### src/rtl/prog_truth_table_lut.sv
// ---------------------------------------------------------------------------
// prog_truth_table_lut
//
// Run-time reprogrammable N-input truth-table evaluator. The active truth
// table lives in a register. A serial config port fills a shadow buffer, and
// the buffer is copied into the active table in one atomic commit cycle.
// Evaluation is a single-stage valid/ready pipeline that is never stalled by
// configuration activity.
//
// Table convention: row index idx = in_bits (unsigned), and the result is
// tt_active[TT_W-1-idx]. The MSB of the hex constant is therefore the
// all-zeros row. For example, 8'hB6 gives rows 000..111 = 1,0,1,1,0,1,1,0.
//
// Parameters:
//   N_INPUTS     number of logic inputs (1..6); TT_W = 2**N_INPUTS
//   TT_RESET     truth table loaded at reset (TT_W bits)
//
// Ports:
//   clk, rst     rising-edge clock, synchronous active-high reset
//   in_valid     input vector valid
//   in_ready     block can accept a vector
//   in_bits      logic inputs, in_bits[N_INPUTS-1] is the first input (MSB)
//   out_valid    out holds a result
//   out_ready    downstream accepts the result
//   out          evaluated logic value
//   cfg_start    begin a table reload (pulse, honoured only when idle)
//   cfg_abort    cancel a reload in progress
//   cfg_valid    cfg_bit valid
//   cfg_ready    config port is accepting bits
//   cfg_bit      serial table bit; the first bit sent is row 0
//   cfg_busy     reload in progress (LOAD or COMMIT)
//   cfg_done     one-cycle pulse while the new table is being committed
//
// Optional build macro TT_READBACK_EN adds:
//   tt_readback  copy of the registered active table
//   commit_count 8-bit wrapping count of commits
// ---------------------------------------------------------------------------
module prog_truth_table_lut #(
    parameter int                       N_INPUTS = 3,
    parameter logic [(2**N_INPUTS)-1:0] TT_RESET = 8'hB6
) (
    input  logic                        clk,
    input  logic                        rst,
    input  logic                        in_valid,
    output logic                        in_ready,
    input  logic [N_INPUTS-1:0]         in_bits,
    output logic                        out_valid,
    input  logic                        out_ready,
    output logic                        out,
    input  logic                        cfg_start,
    input  logic                        cfg_abort,
    input  logic                        cfg_valid,
    output logic                        cfg_ready,
    input  logic                        cfg_bit,
    output logic                        cfg_busy,
`ifdef TT_READBACK_EN
    output logic                        cfg_done,
    output logic [(2**N_INPUTS)-1:0]    tt_readback,
    output logic [7:0]                  commit_count
`else
    output logic                        cfg_done
`endif
);

    localparam int TT_W  = 2**N_INPUTS;
    // One extra bit so the counter can represent TT_W itself without wrapping.
    localparam int CNT_W = $clog2(TT_W) + 1;

    typedef enum logic [1:0] {
        IDLE,
        LOAD,
        COMMIT
    } cfg_state_t;

    cfg_state_t        state;
    cfg_state_t        state_next;

    logic [TT_W-1:0]   tt_active;
    logic [TT_W-1:0]   tt_rows;
    logic [TT_W-1:0]   shadow;
    logic [CNT_W-1:0]  bit_cnt;

    logic              cfg_xfer;
    logic              last_bit;
    logic              eval_accept;

    // ------------------------------------------------------------------
    // Handshake qualifiers
    // ------------------------------------------------------------------

    // Abort wins over a transfer in the same cycle, so that bit is dropped.
    assign cfg_xfer    = cfg_valid && cfg_ready && !cfg_abort;
    assign last_bit    = (bit_cnt == CNT_W'(TT_W - 1));

    assign in_ready    = !out_valid || out_ready;
    assign eval_accept = in_valid && in_ready;

    // Reorder the table so that row r sits at bit r. This lets in_bits index
    // the table directly, with no subtraction.
    for (genvar r = 0; r < TT_W; r++) begin : g_rows
        assign tt_rows[r] = tt_active[TT_W-1-r];
    end

    // ------------------------------------------------------------------
    // Config FSM: state register
    // ------------------------------------------------------------------
    always_ff @(posedge clk) begin
        if (rst) begin
            state <= IDLE;
        end else begin
            state <= state_next;
        end
    end

    // ------------------------------------------------------------------
    // Config FSM: next-state logic
    // ------------------------------------------------------------------
    always_comb begin
        state_next = state;
        unique case (state)
            IDLE: begin
                if (cfg_start) begin
                    state_next = LOAD;
                end
            end
            LOAD: begin
                if (cfg_abort) begin
                    state_next = IDLE;
                end else if (cfg_xfer && last_bit) begin
                    state_next = COMMIT;
                end
            end
            // COMMIT always lasts exactly one cycle. Abort is not looked at.
            COMMIT: begin
                state_next = IDLE;
            end
            default: begin
                state_next = IDLE;
            end
        endcase
    end

    // ------------------------------------------------------------------
    // Config FSM: outputs
    // ------------------------------------------------------------------
    always_comb begin
        cfg_ready = 1'b0;
        cfg_busy  = 1'b0;
        cfg_done  = 1'b0;
        unique case (state)
            IDLE: begin
                cfg_ready = 1'b0;
            end
            LOAD: begin
                cfg_ready = 1'b1;
                cfg_busy  = 1'b1;
            end
            COMMIT: begin
                cfg_busy  = 1'b1;
                cfg_done  = 1'b1;
            end
            default: begin
                cfg_ready = 1'b0;
            end
        endcase
    end

    // ------------------------------------------------------------------
    // Shadow buffer and bit counter
    // ------------------------------------------------------------------

    // Bits shift in at the LSB, so after TT_W transfers the first bit sent
    // (row 0) ends up in the MSB. That matches the table convention. The
    // counter restarts on every new load.
    always_ff @(posedge clk) begin
        if (rst) begin
            shadow  <= '0;
            bit_cnt <= '0;
        end else if (state == IDLE && cfg_start) begin
            bit_cnt <= '0;
        end else if (cfg_xfer) begin
            shadow  <= {shadow[TT_W-2:0], cfg_bit};
            bit_cnt <= bit_cnt + CNT_W'(1);
        end
    end

    // ------------------------------------------------------------------
    // Active truth table
    // ------------------------------------------------------------------

    // The new table becomes visible at the edge that closes COMMIT. An
    // evaluation accepted during COMMIT still reads the old table.
    always_ff @(posedge clk) begin
        if (rst) begin
            tt_active <= TT_RESET;
        end else if (state == COMMIT) begin
            tt_active <= shadow;
        end
    end

    // ------------------------------------------------------------------
    // Evaluation pipeline stage
    // ------------------------------------------------------------------

    // A new accept always loads the stage. Otherwise a completed handshake
    // empties it. While downstream stalls, out and out_valid hold.
    always_ff @(posedge clk) begin
        if (rst) begin
            out_valid <= 1'b0;
            out       <= 1'b0;
        end else if (eval_accept) begin
            out_valid <= 1'b1;
            out       <= tt_rows[in_bits];
        end else if (out_ready) begin
            out_valid <= 1'b0;
        end
    end

`ifdef TT_READBACK_EN
    // ------------------------------------------------------------------
    // Readback and commit counter
    // ------------------------------------------------------------------
    assign tt_readback = tt_active;

    // Counts committed reloads. It wraps naturally from 255 to 0.
    always_ff @(posedge clk) begin
        if (rst) begin
            commit_count <= 8'd0;
        end else if (state == COMMIT) begin
            commit_count <= commit_count + 8'd1;
        end
    end
`endif

endmodule
### config.mk
export PLATFORM = sky130hd
export DESIGN_NAME = prog_truth_table_lut
export DESIGN_NICKNAME = d
export VERILOG_FILES = /design/src/rtl/prog_truth_table_lut.sv
export SDC_FILE = /design/constraint.sdc
export NUM_CORES = 1
export LEC_CHECK = 0
export CELL_PAD_IN_SITES_DETAIL_PLACEMENT = 1
export CELL_PAD_IN_SITES_GLOBAL_PLACEMENT = 1
export CORE_MARGIN = 2
export CORE_UTILIZATION = 36
export CTS_BUF_LIST = sky130_fd_sc_hd__clkbuf_16
export DETAILED_ROUTE_END_ITERATION = 7
export PLACE_DENSITY_LB_ADDON = 0.1
export SKIP_CTS_REPAIR_TIMING = 1
export SYNTH_ARGS = -nofsm -noshare
export SYNTH_HDL_FRONTEND = slang
export SYNTH_SLANG_ARGS = --single-unit
### constraint.sdc
create_clock -name clk -period 1.32 [get_ports clk]
set_input_delay 0.396 -clock clk [delete_from_list [all_inputs] [get_ports clk]]
set_output_delay 0.396 -clock clk [all_outputs]
set_load 0.005 [all_outputs]
# Word level (Yosys, flattened, before mapping)
# Cells that the tools add are included.
dict set report totals {
  ff_bits 24
  input_bits 11
  out_inout_bits 6
  elab_cells 39
}
dict set report op_classes {
  add_sub_neg 1
  magnitude_cmp 1
  eq_ne 5
  muxes 11
  n_bitwise 1
  reduce_logical 14
}
# operator count
set ops {}
lappend ops {{$mux 1} 6}
lappend ops {{$mux 2} 3}
lappend ops {{$logic_and 1x1->1} 5}
lappend ops {{$add 4x1->4 const B} 1}
lappend ops {{$eq 4x3->1 const B} 1}
lappend ops {{$lt 3x4->1 const B} 1}
lappend ops {{$pmux 2 s2} 1}
lappend ops {{$reduce_and 2->1} 2}
lappend ops {{$reduce_or 2->1} 2}
lappend ops {{$bmux 1 s3} 1}
lappend ops {{$ne 3x3->1 const B} 1}
lappend ops {{$eq 2x1->1 const B} 1}
lappend ops {{$eq 2x2->1 const B} 1}
lappend ops {{$logic_not 1->1} 2}
lappend ops {{$logic_not 2->1} 1}
lappend ops {{$ne 2x2->1 const B} 1}
lappend ops {{$reduce_bool 2->1} 1}
lappend ops {{$logic_or 1x1->1} 1}
lappend ops {{$not 1->1} 1}

# Logic depth before layout (Yosys ltp)
# Gate-level depths: netlist (run 1).
dict set report logic_depth {
  word_depth 8
  depth_mapped 7
  ltp_nobuf 6
}

# Worst setup path before layout (run 1)
# OpenSTA, ideal clock, no wires.
dict set report synth_path {
  path_type {flip-flop to flip-flop}
  startpoint {register state[1]}
  endpoint {register shadow[0]}
  setup_ns 0.117
  arrival_ns 1.248
  required_time_ns 1.203
  setup_slack_ns -0.045
  stages_incl_launch_ff 8
  n_path_buf 1
  period_less_slack_ns 1.365
  cell_sequence {dfxtp_1 -> inv_1 -> ha_1 -> nand3b_4 -> a21o_1 -> buf_6 -> mux2i_1 -> nor2_1}
}
dict set report synth_via {
  elab_chain_cells 5
  elab_cells_between_ends 8
  cone_classes {eq/ne: 1; mux: 1; bitwise: 1; reduce/logical: 5}
}
# element line_no
set synth_rtl {}
lappend synth_rtl {{start: declaration} 75} ;# cfg_state_t state;
lappend synth_rtl {{start signal: assignment} 111} ;# state <= state_next;
lappend synth_rtl {{$eq 2x1->1} 150} ;# unique case (state)
lappend synth_rtl {{$mux 1} 150}
lappend synth_rtl {{net cfg_ready} 53} ;# output logic cfg_ready,
lappend synth_rtl {{$logic_and 1x1->1 (2 in a row)} 92} ;# assign cfg_xfer = cfg_valid && cfg_ready && !cfg_abort;
lappend synth_rtl {{$reduce_and 2->1 (no source line)} -}
lappend synth_rtl {{end signal: assignment} 182} ;# shadow <= {shadow[TT_W-2:0], cfg_bit};
lappend synth_rtl {{end: declaration} 80} ;# logic [TT_W-1:0] shadow;
# The timed path passes the listed nets, and every way through them passes these cells.
# A chain may end at the register's enable or synchronous reset.

# Worst setup path in the final report (run 1)
dict set report layout_path {
  startpoint {register state[0]}
  endpoint {register state[0]}
}
dict set report layout_via {
  elab_chain_cells 7
  elab_cells_between_ends 10
  cone_classes {eq/ne: 3; mux: 2; reduce/logical: 5}
}
# element line_no
set layout_rtl {}
lappend layout_rtl {{$eq 2x1->1} {120, 150}}
lappend layout_rtl {{$mux 1} 150}
lappend layout_rtl {{$logic_and 1x1->1 (2 in a row)} 92}
lappend layout_rtl {{$logic_and 1x1->1} 129} ;# end else if (cfg_xfer && last_bit) begin
lappend layout_rtl {{$ne 3x3->1 (no source line)} -}
lappend layout_rtl {{$reduce_and 2->1 (no source line)} -}
# Parallel ways exist; a longest one is shown, timed or not.

==> results of run 1 <==
power breakdown:
part	switching, uW	total, uW	internal (uW)	leakage (uW)
Sequential	10.1	749	739	0.000195
Combinational	113	275	161	0.000535
Clock	237	637	400	0.0000370
metrics by stage:
stage,utilization [%],setup TNS [ps],cells
floorplan,-,-21.05,104
finish,52.61,-1308,168
global placement,46.89,-7342,164
CTS,49.41,-5548,167
detailed placement,46.89,-8084,164
global route,52.61,-2539,168
metal layers:
layer | track usage (%) | part of all wire [%]
met1 | 18.35 | 46
met2 | 24.80 | 48
met5 | 0 | 0
met3 | 3.493 | 4.3
met4 | 8.766 | 2.3
how the worst max path moves through the flow:
stage                                  end  slack, ps  cells past startpoint
global route         state[0]$_SDFFE_PP0P_       -270                      7
finish               state[0]$_SDFFE_PP0P_       -160                      6
global placement                  in_ready       -530                      3
CTS                               in_ready       -560                      3
floorplan           shadow[0]$_SDFFE_PP0P_         -3                      7
detailed placement                in_ready       -550                      3
registers in the layout, indices dropped and copies added (netlist names):
register and cells:
state 2, tt_active 8, shadow 8, out_valid 1, out 1, bit_cnt 4
logic make-up after synthesis:
family          share of synthesized area [%]
compound gates                          10.56
xor+xnor                                1.589
fa+ha+maj                               5.675
buf+inv                                 4.540
flops                                   43.59
mux                                     14.64
simple gates                            19.41
Yosys cell counts (all sizes together):
library cell	count
a211o	5
a21o	2
a21oi	3
a311o	1
and2b	1
buf	3
clkbuf	1
dfxtp	24
ha	5
inv	4
mux2	1
mux2i	15
nand2	1
nand2b	1
nand3	1
nand3b	4
nand4b	1
nor2	15
nor2b	6
nor3	1
nor4b	1
o21ai	3
o311ai	1
o41ai	1
or3	1
xor2	2
cell type report:
class                      instances  share of cell area [%]
multi-input combinational         72                   39.94
sequential                        24                   30.91
timing repair buffer              32                   20.61
clock buffer                       3                   4.792
tap                               33                   2.636
inverter                           4                   1.118
placed cells by master, fill, tap and decap left out, types with 5 or more instances in the layout:
cell type / instances
sky130_fd_sc_hd__mux2i_1: 15
sky130_fd_sc_hd__clkdlybuf4s50_1: 5
sky130_fd_sc_hd__nor2b_1: 6
sky130_fd_sc_hd__dfxtp_1: 21
sky130_fd_sc_hd__nor2_1: 15
sky130_fd_sc_hd__buf_6: 6
sky130_fd_sc_hd__a211o_1: 5
sky130_fd_sc_hd__buf_4: 10
sky130_fd_sc_hd__dlymetal6s2s_1: 8
critical path, cell delays in order (launching register included):
cell and delay (ps):
sky130_fd_sc_hd__dfxtp_2 340, sky130_fd_sc_hd__inv_2 70, sky130_fd_sc_hd__ha_2 200, sky130_fd_sc_hd__and2b_2 220
sky130_fd_sc_hd__nor4b_4 350, sky130_fd_sc_hd__o21ai_1 140, sky130_fd_sc_hd__o41ai_2 60
==> flow_metrics.tcl, run 1 <==
set metrics [dict create \
    avgViaCountPerCell 5.024 \
    hold_path_cell_cnt 1 \
    clock_tree.buffer_depth 2 \
    worstHoldEndpoint "tt_active[7]$_SDFFE_PP1P_" \
    drv_cap 0 \
    numCtsBuffers 3 \
    unrepaired_setup_endpoints_after_global_routing "yes" \
    worst_setup_path_start_kind "flop" \
    grt_antenna_before_repair 0 \
    syn2layout_area_growth_pct 42.11 \
    post-synth-top-area-cell "sky130_fd_sc_hd__dfxtp_1" \
    root_buffer "sky130_fd_sc_hd__clkbuf_16" \
    core_um2 2978 \
    first_global_vias 855 \
    wire_per_inst_um 13.90 \
    power_density_nw_per_um2 1061 \
    reg2reg_slack_ps -160 \
    worstReg2RegStart "state[0]$_SDFFE_PP0P_" \
    design.die.area_um2 3521 \
    finalPower_uw 1661 \
    antenna_left 0 \
    antenna_cells 0 \
    crit_path_capture_type "flop" \
    top_level_ports 17 \
    num_vias 844 \
    rows 20 \
    ys_seq_elements 24 \
    final.fill_count 322 \
    setup_viol 14 \
    post-route-cell-area_um2 1567 \
    run_status "complete, but fails checks" \
    holdWs_ps 471.4 \
    failing_checks "negative setup slack" \
    chipHeight_um 59.34 \
    hp-start "shadow[7]$_SDFFE_PP0P_" \
    vdd.ir_drop.worst_mv 0.8207 \
    worstRegToRegCells 6 \
    portBuffers 16 \
    hp-class "reg2reg" \
    global_route.usage.total_pct 15.27 \
    multiInputGateArea_um2 625.6 \
    drtPass1Iterations 4 \
    post-route-period-util_pct 112.0 \
    synthesis.nets 120 \
    crit_path_start "state[0]$_SDFFE_PP0P_" \
    detailedPlace.worstSlack_ps -551.8 \
    slew_headroom_pct 79.09 \
    synthesis.instances 104 \
    drive_gt1_share_pct 28.89 \
    path_clk_slew_ps 60 \
    grt_max_degree 18 \
    layout.nets 153 \
    dpl_cell_area_um2 1396 \
    htreeDepth 1 \
    clock_latency_ps 250 \
    clock_sink_count 24 \
    postRouteWirelength_um 2335 \
    drt_drc_violations_left 0 \
    layout_setup_ws_ps -157.9 \
    seq_area_frac_synth_pct 43.59 \
    dr.first_iter.drc_count 8 \
    synth.distinct_cells 29 \
    cts_tree "built" \
    chipWidth_um 59.34 \
    total_leakage_power_uw 0.0007679 \
    regArea_um2 484.2 \
    criticalPathCategory "reg2reg" \
    min_period_ps 1478 \
    synth_top_cells_by_area "sky130_fd_sc_hd__dfxtp_1, sky130_fd_sc_hd__mux2i_1, sky130_fd_sc_hd__ha_1" \
    overflow 0 \
    synth_top_area_share_pct 43.59 \
    first_pass_grt_wire_length_um 3836 \
    max_slew.worst_pin.slew_ps 312.3 \
    start_util_pct 37.02 \
    top_fanout_value_on_the_critical_path 4 \
    netlist_area_um2 1102 \
    maxSlewViolCount 0 \
    gpl.final_weighted_congestion 0.6866 \
    timing.fmax_mhz 676.7 \
    final.setup_skew_ps 2.615 \
    place.detailed.hpwl_um 1729 \
    synth.avg_cell_area_um2 10.60 \
    timing.final.hold_violations 0 \
    cp.arrival_ps 1640 \
    worst_reg2reg_path_endpoint "state[0]$_SDFFE_PP0P_" \
    ys_warn_count 0 \
    required_ps 1480 \
]
Note: power is estimated with default switching activity, not from simulation.
==> run 2: changes to the inputs <==
GPL_ROUTABILITY_DRIVEN = 0   (was default)
==> results of run 2 <==
Final layout, timing and power as in run 1 (identical DEF).
==> run 3: changes to the inputs <==
ABC_AREA = 1   (was default)
CORE_UTILIZATION = 34   (was 36)
==> flow_metrics.tcl, run 3 <==
set metrics [dict create \
    run_status "complete, but fails checks" \
    failing_checks "negative setup slack" \
    hp-class "reg2reg" \
    worstReg2RegStart "state[0]$_SDFFE_PP0P_" \
    critical_path.top_delay_family "flip-flops" \
    critical_path.cell_chain "buf_4, inv_6, ha_4, clkbuf_2" \
    antenna_cells 0 \
    worst_setup_path_start_kind "flop" \
    synth-xor-area-share_pct 0 \
    maxSlewViolCount 0 \
    chipHeight_um 60.55 \
    post-route-cell-area_um2 1633 \
    biggestRegsByFlops "shadow: 8 flops, tt_active: 8 flops, bit_cnt: 4 flops" \
    synth.distinct_cells 18 \
    cp.buffers_inverters 3 \
    detailedPlace.worstSlack_ps -535.9 \
    ys_warn_count 0 \
    grt_antenna_before_repair 0 \
    critical-path-slowest-cell "sky130_fd_sc_hd__dfxtp_2" \
    root_buffer "sky130_fd_sc_hd__clkbuf_16" \
    timing.fmax_mhz 668.1 \
    synthesis.nets 162 \
    core_um2 3053 \
    criticalPathCategory "reg2out" \
    dpl_cell_area_um2 1354 \
    antenna_left 0 \
    drt_drc_violations_left 0 \
    synthesis.instances 146 \
    path_clk_slew_ps 60 \
    worstRegToRegCells 10 \
    wire_per_inst_um 12.54 \
    place.detailed.hpwl_um 2041 \
    mostFrequentLayoutCells "sky130_fd_sc_hd__dfxtp_1, sky130_fd_sc_hd__nor2_1, sky130_fd_sc_hd__inv_1" \
    layout.cells.most_common "sky130_fd_sc_hd__dfxtp_1" \
    layout_setup_ws_ps -176.8 \
    synth_enable_flop_cells 0 \
    drtPass1Iterations 4 \
    dominant_combinational_cell_family_by_area_after_synthesis "simple AND/OR/NAND/NOR gates" \
    cp.depth 4 \
    clock_sink_count 24 \
    synth_top_area_share_pct 44.19 \
    worst_setup_path_endpoint "cfg_busy" \
    required_ps 920 \
    synth.avg_cell_area_um2 7.447 \
    layout.nets 197 \
    global_route.usage.total_pct 16.39 \
    min_period_ps 1497 \
    synth_top_cells_by_area "sky130_fd_sc_hd__dfxtp_1, sky130_fd_sc_hd__o21ai_0, sky130_fd_sc_hd__nor2_1" \
    chipWidth_um 60.55 \
    holdWs_ps 455.6 \
    post-synth-top-area-cell "sky130_fd_sc_hd__dfxtp_1" \
    clock_tree.buffer_depth 2 \
    total_leakage_power_uw 0.0007832 \
    unrepaired_setup_endpoints_after_global_routing "yes" \
    grt_max_degree 15 \
    max_slew.worst_pin.slew_ps 379.1 \
    synth_top_flop_cell "sky130_fd_sc_hd__dfxtp_1" \
    synthTopCellsByCount "sky130_fd_sc_hd__dfxtp_1, sky130_fd_sc_hd__nor2_1, sky130_fd_sc_hd__inv_1" \
    crit_path_start "state[0]$_SDFFE_PP0P_" \
    cp.arrival_ps 1100 \
    post-route-period-util_pct 113.4 \
    num_vias 1034 \
    cpPeakStageDelay_ps 340 \
    top_fanout_value_on_the_critical_path 3 \
    netlist_area_um2 1087 \
    setup_viol 16 \
    seq_area_frac_synth_pct 44.19 \
    portBuffers 16 \
    drv_cap 0 \
    yosys.area_share.simple_pct 23.71 \
    syn2layout_area_growth_pct 50.17 \
    design.die.area_um2 3666 \
    final.setup_skew_ps 5.403 \
    synth-compound-area-share_pct 16.11 \
    overflow 0 \
    muxShareOfSynthArea_pct 0 \
    first_global_vias 1074 \
    rows 20 \
    first_pass_grt_wire_length_um 4491 \
    reg2reg_slack_ps -140 \
    synthAdderAreaFrac_pct 5.754 \
    postSynth.asyncResetShare_pct 0 \
    crit_path_capture_type "primary output" \
    start_util_pct 35.61 \
    vdd.ir_drop.worst_mv 0.5047 \
    worst_reg2reg_path_endpoint "shadow[2]$_SDFFE_PP0P_" \
    avgViaCountPerCell 4.616 \
    postRouteWirelength_um 2810 \
    htreeDepth 1 \
    dr.first_iter.drc_count 29 \
    clock_latency_ps 260 \
    top_level_ports 17 \
    cts_tree "built" \
    timing.final.hold_violations 0 \
    power_density_nw_per_um2 1176 \
    drive_gt1_share_pct 29.44 \
    ys_seq_elements 24 \
    slew_headroom_pct 74.68 \
    numCtsBuffers 3 \
]
==> run 3: cell count changes after synthesis, sizes merged, moves of 2 or more <==
cell	previous run	this run
a21o	2	0
nor2b	6	0
nand3	1	7
inv	4	24
a211o	5	0
nand2	1	18
a21oi	3	13
nand3b	4	0
mux2i	15	0
o21ai	3	22
buf	3	1
xor2	2	0
nor2	15	29
==> run 3: worst min-delay path: stages (launching register included) <==
cell	delay, ps
sky130_fd_sc_hd__dfxtp_1	300
sky130_fd_sc_hd__inv_1	60
sky130_fd_sc_hd__a21oi_1	50
==> run 3: worst min path at each step <==
stage	from	endpoint	cells after the start
floorplan	bit_cnt[3]$_SDFFE_PP0P_	bit_cnt[3]$_SDFFE_PP0P_	1
global route	tt_active[0]$_SDFFE_PP0P_	tt_active[0]$_SDFFE_PP0P_	2
global placement	bit_cnt[3]$_SDFFE_PP0P_	bit_cnt[3]$_SDFFE_PP0P_	1
finish	tt_active[0]$_SDFFE_PP0P_	tt_active[0]$_SDFFE_PP0P_	2
CTS	tt_active[0]$_SDFFE_PP0P_	tt_active[0]$_SDFFE_PP0P_	2
detailed placement	tt_active[0]$_SDFFE_PP0P_	tt_active[0]$_SDFFE_PP0P_	2
==> run 3: final cells by class <==
| cell class | instances | area (um^2) |
|---|---|---|
| Clock buffer | 3 | 75.07 |
| Clock inverter | 1 | 30.03 |
| Fill cell | 387 | 1420 |
| Inverter | 24 | 106.4 |
| Multi-Input combinational cell | 95 | 580.6 |
| Sequential cell | 24 | 483.0 |
| Tap cell | 44 | 55.05 |
| Timing Repair Buffer | 32 | 297.8 |
| Timing Repair inverter | 1 | 5.005 |
==> run 3: kinds of logic after synthesis <==
family / count (synthesis)
AOI/OAI and AO/OA: 35
and+or+nand+nor: 55
adders and majority gates: 5
DFF: 24
buffers and inverters: 27
==> run 3: through the flow <==
stage | power, uW | util [%] | setup TNS, ps | instances
floorplan | 881.0 | - | 0 | 146
global placement | 978.7 | 44.34 | -5461 | 212
detailed placement | 988.6 | 44.34 | -6221 | 212
CTS | 1860 | 47.79 | -4095 | 216
global route | 2020 | 53.48 | -2919 | 224
finish | 1920 | 53.48 | -1564 | 224
==> run 3: power by group <==
group          total (uW)  switching [uW]  internal (uW)
sequential            764            17.0            747
clock                 869             266            603
combinational         288             139            148
==> run 3: per-layer routing <==
| layer | routed length [um] | vias up | GRT usage [%] |
|---|---|---|---|
| li1 | - | 527 | - |
| met1 | 1222 | 487 | 18.95 |
| met2 | 1447 | 14 | 30.12 |
| met3 | 82 | 6 | 3.198 |
| met4 | 58 | 0 | 5.590 |
| met5 | 0 | - | 0 |
